===== src/rtl/alu_wide_sequencer.sv =====
// -----------------------------------------------------------------------------
// alu_wide_sequencer
//
// Purpose:
//   Issues one wide (WORDS x 32-bit) operation to an external combinational
//   32-bit ALU. It sends one word per cycle, least-significant word first.
//   For ADD, the carry is chained between words. The assembled result is
//   returned on a valid/ready response channel.
//   The FSM runs IDLE -> ISSUE -> RESP -> IDLE. Shift and cut opcodes have no
//   word-chaining meaning, so they go straight to RESP with rsp_err set.
//
// Parameters:
//   WORDS  number of 32-bit words per operand (1..8)
//   IDXW   word index width, derived from WORDS (minimum 1)
//
// Ports:
//   clk, rst_n            clock and synchronous active-low reset
//   req_valid/req_ready   request handshake
//   req_opcode            000 NOT, 001 AND, 010 OR, 011 XOR,
//                         100 SHL, 101 SHR, 110 CUT, 111 ADD
//   req_a, req_b          wide operands; word 0 is bits [31:0]
//   req_cin               initial carry (ADD only)
//   alu_opcode/a/b/cin    registered drive to the ALU; zero outside ISSUE
//   alu_result, alu_cout  combinational ALU response (same cycle)
//   rsp_valid/rsp_ready   response handshake
//   rsp_result            assembled wide result
//   rsp_cout              final carry out (ADD only, else 0)
//   rsp_err               unsupported opcode
//   perf_ops              (ALU_SEQ_PERF_EN only) saturating count of
//                         completed response handshakes
//
// Build option:
//   ALU_SEQ_PERF_EN  adds the perf_ops output and its counter.
// -----------------------------------------------------------------------------
module alu_wide_sequencer #(
  parameter  int unsigned WORDS = 2,
  localparam int unsigned IDXW  = (WORDS > 1) ? $clog2(WORDS) : 1
) (
  input  logic                  clk,
  input  logic                  rst_n,
  // request channel
  input  logic                  req_valid,
  output logic                  req_ready,
  input  logic [2:0]            req_opcode,
  input  logic [32*WORDS-1:0]   req_a,
  input  logic [32*WORDS-1:0]   req_b,
  input  logic                  req_cin,
  // ALU interface
  output logic [2:0]            alu_opcode,
  output logic [31:0]           alu_a,
  output logic [31:0]           alu_b,
  output logic                  alu_cin,
  input  logic [31:0]           alu_result,
  input  logic                  alu_cout,
  // response channel
  output logic                  rsp_valid,
  input  logic                  rsp_ready,
  output logic [32*WORDS-1:0]   rsp_result,
  output logic                  rsp_cout,
`ifdef ALU_SEQ_PERF_EN
  output logic [31:0]           perf_ops,
`endif
  output logic                  rsp_err
);

  localparam logic [2:0] OP_SHL = 3'b100;
  localparam logic [2:0] OP_SHR = 3'b101;
  localparam logic [2:0] OP_CUT = 3'b110;
  localparam logic [2:0] OP_ADD = 3'b111;

  localparam logic [IDXW-1:0] LAST_IDX = IDXW'(WORDS - 1);

  typedef enum logic [1:0] {
    S_IDLE,
    S_ISSUE,
    S_RESP
  } state_e;

  state_e               state_q;
  logic [IDXW-1:0]      idx_q;
  logic                 carry_q;
  logic [2:0]           op_q;
  logic [32*WORDS-1:0]  a_q;
  logic [32*WORDS-1:0]  b_q;
  logic [32*WORDS-1:0]  result_q;

  logic                 req_ready_q;
  logic                 rsp_valid_q;
  logic                 rsp_cout_q;
  logic                 rsp_err_q;
  logic [2:0]           alu_opcode_q;
  logic [31:0]          alu_a_q;
  logic [31:0]          alu_b_q;
  logic                 alu_cin_q;

  logic [IDXW-1:0]      idx_d;
  logic                 op_is_add;
  logic                 req_unsupported;

  // Selects 32-bit word i of a wide operand.
  function automatic logic [31:0] word_of(input logic [32*WORDS-1:0] vec,
                                          input logic [IDXW-1:0]     i);
    return vec[32*i +: 32];
  endfunction

  assign idx_d           = idx_q + 1'b1;
  assign op_is_add       = (op_q == OP_ADD);
  assign req_unsupported = (req_opcode == OP_SHL) || (req_opcode == OP_SHR) ||
                           (req_opcode == OP_CUT);

  // The ALU drive is registered one stage ahead. On the edge that enters or
  // advances ISSUE, the word for the next cycle is loaded, so the ALU sees
  // word idx during the cycle in which idx_q == idx. The carry fed forward is
  // taken straight from alu_cout. That is the same value carry_q receives on
  // that edge, so the next word's cin equals the chained carry.
  always_ff @(posedge clk) begin
    if (!rst_n) begin
      // NOTE: every state element uses non-blocking assignment. Reads in this
      // block then see the values from before the edge, and the order of
      // statements does not change the result.
      state_q      <= S_IDLE;
      idx_q        <= '0;
      carry_q      <= 1'b0;
      op_q         <= '0;
      a_q          <= '0;
      b_q          <= '0;
      result_q     <= '0;
      req_ready_q  <= 1'b1;
      rsp_valid_q  <= 1'b0;
      rsp_cout_q   <= 1'b0;
      rsp_err_q    <= 1'b0;
      alu_opcode_q <= '0;
      alu_a_q      <= '0;
      alu_b_q      <= '0;
      alu_cin_q    <= 1'b0;
    end else begin
      unique case (state_q)
        S_IDLE: begin
          if (req_valid && req_ready_q) begin
            op_q        <= req_opcode;
            a_q         <= req_a;
            b_q         <= req_b;
            idx_q       <= '0;
            carry_q     <= req_cin;
            result_q    <= '0;
            rsp_cout_q  <= 1'b0;
            req_ready_q <= 1'b0;
            if (req_unsupported) begin
              // No ALU cycles: the error response is presented immediately.
              state_q     <= S_RESP;
              rsp_valid_q <= 1'b1;
              rsp_err_q   <= 1'b1;
            end else begin
              state_q      <= S_ISSUE;
              rsp_err_q    <= 1'b0;
              alu_opcode_q <= req_opcode;
              alu_a_q      <= word_of(req_a, '0);
              alu_b_q      <= word_of(req_b, '0);
              alu_cin_q    <= (req_opcode == OP_ADD) ? req_cin : 1'b0;
            end
          end
        end

        S_ISSUE: begin
          result_q[32*idx_q +: 32] <= alu_result;
          if (op_is_add) begin
            carry_q <= alu_cout;
          end
          if (idx_q == LAST_IDX) begin
            // The carry out of the top word goes only to rsp_cout.
            state_q      <= S_RESP;
            rsp_valid_q  <= 1'b1;
            rsp_cout_q   <= op_is_add ? alu_cout : 1'b0;
            alu_opcode_q <= '0;
            alu_a_q      <= '0;
            alu_b_q      <= '0;
            alu_cin_q    <= 1'b0;
          end else begin
            idx_q     <= idx_d;
            alu_a_q   <= word_of(a_q, idx_d);
            alu_b_q   <= word_of(b_q, idx_d);
            alu_cin_q <= op_is_add ? alu_cout : 1'b0;
          end
        end

        S_RESP: begin
          // rsp_result, rsp_err and rsp_cout are held until the handshake.
          if (rsp_ready) begin
            state_q     <= S_IDLE;
            rsp_valid_q <= 1'b0;
            req_ready_q <= 1'b1;
          end
        end

        default: begin
          state_q     <= S_IDLE;
          req_ready_q <= 1'b1;
          rsp_valid_q <= 1'b0;
        end
      endcase
    end
  end

  assign req_ready  = req_ready_q;
  assign alu_opcode = alu_opcode_q;
  assign alu_a      = alu_a_q;
  assign alu_b      = alu_b_q;
  assign alu_cin    = alu_cin_q;
  assign rsp_valid  = rsp_valid_q;
  assign rsp_result = result_q;
  assign rsp_cout   = rsp_cout_q;
  assign rsp_err    = rsp_err_q;

`ifdef ALU_SEQ_PERF_EN
  // Completed response handshakes, including error responses. The count
  // saturates at all-ones.
  logic [31:0] perf_ops_q;

  always_ff @(posedge clk) begin
    if (!rst_n) begin
      perf_ops_q <= '0;
    end else if (rsp_valid_q && rsp_ready && (perf_ops_q != '1)) begin
      perf_ops_q <= perf_ops_q + 32'd1;
    end
  end

  assign perf_ops = perf_ops_q;
`else
  // Performance counter not built.
`endif

endmodule


===== config.mk =====
export PLATFORM = sky130hd
export DESIGN_NAME = alu_wide_sequencer
export DESIGN_NICKNAME = d
export VERILOG_FILES = /design/src/rtl/alu_wide_sequencer.sv
export SDC_FILE = /design/constraint.sdc
export NUM_CORES = 1
export LEC_CHECK = 0
export ABC_CLOCK_PERIOD_IN_PS = 3200
export CORE_MARGIN = 5
export CORE_UTILIZATION = 35
export DETAILED_ROUTE_END_ITERATION = 7
export DONT_BUFFER_PORTS = 1
export GPL_TIMING_DRIVEN = 1
export PLACE_DENSITY = 0.61
export SKIP_CTS_REPAIR_TIMING = 1
export SLEW_MARGIN = 40
export SYNTH_ARGS = -nofsm -noshare
export SYNTH_HDL_FRONTEND = slang
export SYNTH_SLANG_ARGS = --single-unit

===== constraint.sdc =====
create_clock -name clk -period 3.2 [get_ports clk]
set_clock_uncertainty 0.1 [all_clocks]
set_input_delay 0.32 -clock clk [delete_from_list [all_inputs] [get_ports clk]]
set_output_delay 0.32 -clock clk [all_outputs]
set_load 0.01 [all_outputs]

==> results.json <==
{
  "outcome": "complete, but fails checks",
  "violations": "hold timing",
  "cts.clk_slew.worst_paths_ps": 60,
  "io_buffers": 0,
  "async_flop_share": 0,
  "gp_congestion": 0.787,
  "tns_ps": 0,
  "hold_path.class": "in -> reg",
  "synth_fa_ha_area_frac": 0,
  "fin_crit_sh": 0.699,
  "hold_start": "req_b[26]",
  "syn_area_um2": 8390,
  "finalWirelength_mm": 28.4,
  "clockBufferDepth": 3,
  "max_freq_ghz": 0.447,
  "numCtsBuffers": 24,
  "synth.area.mux_share": 0,
  "multiInputGateArea_um2": 3760,
  "ir_worst_vdd_v": 0.000434,
  "synth.ff_latch_count": 206,
  "insertion_delay_ps": 500,
  "synth_warnings": 0,
  "dieArea_um2": 27200,
  "h-tree-depth": 1,
  "boundaryPins": 305,
  "core_area_um2": 23500,
  "syn_area_per_cell_um2": 8.28,
  "final_layout_size_suffix_gt1_frac": 0.0676,
  "die_w_um": 165,
  "tightest_slew_ps": 775,
  "path_cells": "and3b_2, buf_4, a31oi_1, a221oi_1",
  "synth_top_family_by_area": "compound AO/OA/AOI/OAI gates",
  "root_buffer": "clkbuf_16",
  "dp_hpwl_mm": 17.2,
  "synth_top_area_cell": "dfxtp_1",
  "synth-main-ff-cell": "dfxtp_1",
  "drt_iter0_drc": 838,
  "cts_tree": "built",
  "start_util": 0.357,
  "final-setup-viol-count": 0,
  "synth_nets": 1183,
  "firstDrtPassIters": 6,
  "synth-edff-count": 0,
  "crit_arrival_ps": 2540,
  "vias": 8000,
  "seqCellArea_um2": 4130,
  "synth_top_area_share": 0.491,
  "fillers": 2273,
  "synth-compound-area-share": 0.248,
  "drv_slew": 0,
  "rows": 56,
  "yosysSeqAreaShare": 0.491,
  "viasPerCell": 5.54,
  "synth.distinct_cells": 39,
  "synth_xor_area_frac": 0,
  "grt_start_max_net_pins": 104,
  "die_y_um": 165,
  "grt_overflow": 0,
  "ant_nets": 0,
  "layout.nets": 1275,
  "wire_per_inst_um": 19.6,
  "critPathCaptureType": "flop",
  "regToRegStartpoint": "req_ready",
  "critPathKind": "reg -> reg",
  "leakagePower_nw": 3.65,
  "grt_util_all_layers": 0.184,
  "cp-start-kind": "flop",
  "hold_ws_ps": -41.0,
  "worst_path_max_delay_cell": "and3b_2",
  "crit_start": "req_ready",
  "post-route-drc-count": 0,
  "design_area_um2": 10900,
  "cp_slowest_stage_delay_ps": 640,
  "grt_pass1_wl_mm": 40.5,
  "crit_required_ps": 3500,
  "dpl_cell_area_um2": 8540,
  "fin_crit_ps": 2240,
  "grt_pass1_vias": 6915,
  "rsz0062_at_grt": "no",
  "cap_viol_max_count": 0,
  "cts_sinks": 206,
  "synth_area_leaders": "dfxtp_1 (49%), nand2_1 (8.9%), a21oi_1 (8.1%)",
  "crit_fanout": 24,
  "maxSlewHeadroom": 0.483,
  "syn_to_final_growth_pct": 29.7,
  "hold_violations": 9,
  "synthSimpleGateAreaFrac": 0.194,
  "powerDensity_nw_per_um2": 619,
  "synthCells": 1014,
  "antenna_found_initial": 1
}
==> worst max-delay path, delay by kind of cell (launching register included) <==
| kind | cells | cell delay [ps] |
|---|---|---|
| AND/OR/NAND/NOR | 1 | 640 |
| flip-flops | 1 | 560 |
| AO/OA/AOI/OAI | 2 | 470 |
| buffers and inverters | 1 | 340 |
==> metrics by stage <==
| stage | setup slack (ps) | hold slack (ps) | power [W] | util | cells |
|---|---|---|---|---|---|
| after floorplan | 1700 | 296 | 0.00366 | - | 1014 |
| after detailed placement | 1020 | 306 | 0.00388 | 0.363 | 1244 |
| after global placement | 1050 | 302 | 0.00386 | 0.363 | 1244 |
| after CTS | 1010 | -227 | 0.00664 | 0.396 | 1288 |
| final | 962 | -41.0 | 0.00674 | 0.463 | 1444 |
| after global routing | 800 | 3.59 | 0.00706 | 0.463 | 1444 |
==> path summary, 6_finish.rpt <==
check	end	slack, ps	cells after the start
worst max-delay path	alu_b[23]	960	4
worst min-delay path	alu_b[26]	-40	2
worst max register to register	alu_b[23]	960	4
worst min register to register	a_q[45]	350	2
==> state kept, by name, summed over array words and instances (netlist names) <==
register and cells:
rsp_cout 1, idx_q 1, state_q 2, alu_cin 1, alu_a 32, req_ready 1
op_q 3, rsp_result 64, rsp_err 1, b_q 32, alu_opcode 3, a_q 32
alu_b 32, rsp_valid 1
==> cells by family (layout without fill, tap and decap cells) <==
family                 Yosys count  after routing
buffers and inverters          116            226
AO/OA/AOI/OAI                  343            343
other                            0              1
AND/OR/NAND/NOR                349            349
flip-flops                     206            206
==> cell usage after synthesis, drive strengths merged (2+ instances only) <==
master and n:
nand2b 65, nor2 4, dfxtp 206, a31oi 64
and3b 2, a22o 3, a21oi 136, inv 3
nand3 65, a21boi 2, o21ai 68, a221oi 64
nand2 198, clkbuf 49, nand3b 3, nand4 2
o311a 2, buf 64
==> power breakdown <==
| part | total, W | leakage [nW] | switching, W | internal (W) |
|---|---|---|---|---|
| Clock | 0.00273 | 0.393 | 0.00107 | 0.00166 |
| Combinational | 0.00101 | 1.58 | 0.000584 | 0.000428 |
| Sequential | 0.00300 | 1.68 | 0.000220 | 0.00278 |
| Total | 0.00674 | 3.65 | 0.00187 | 0.00486 |
==> final cells by class <==
class,instances,share of cell area
sequential,206,0.379
antenna,1,0.000230
multi-input combinational,692,0.345
timing repair buffer,179,0.165
clock inverter,10,0.00942
inverter,3,0.00172
clock buffer,34,0.0633
tap,319,0.0367
==> per-layer routing <==
metal / track usage / vias up / wire, um
li1: - / 3780 / -
met1: 0.224 / 3826 / 11100
met2: 0.295 / 350 / 13600
met3: 0.0846 / 44 / 3160
met4: 0.0454 / 0 / 470
met5: 0 / - / 0
==> layout by cell type, fill, tap and decap left out, types with 3 or more instances in the layout <==
cell type,netlist,layout
a31oi_1,64,64
dfxtp_1,206,205
clkbuf_1,42,6
dlygate4sd3_1,0,154
nand2b_1,65,65
nand3b_1,3,3
a22o_1,3,3
nor2_1,4,4
clkinv_2,0,7
nand2_1,198,198
o21ai_0,38,38
o21ai_1,30,30
a221oi_1,64,64
nand3_1,65,65
buf_4,7,19
a21oi_1,136,136
buf_12,0,5
clkbuf_16,0,25
clkbuf_8,0,3
Note: power is estimated with default switching activity, not from simulation.
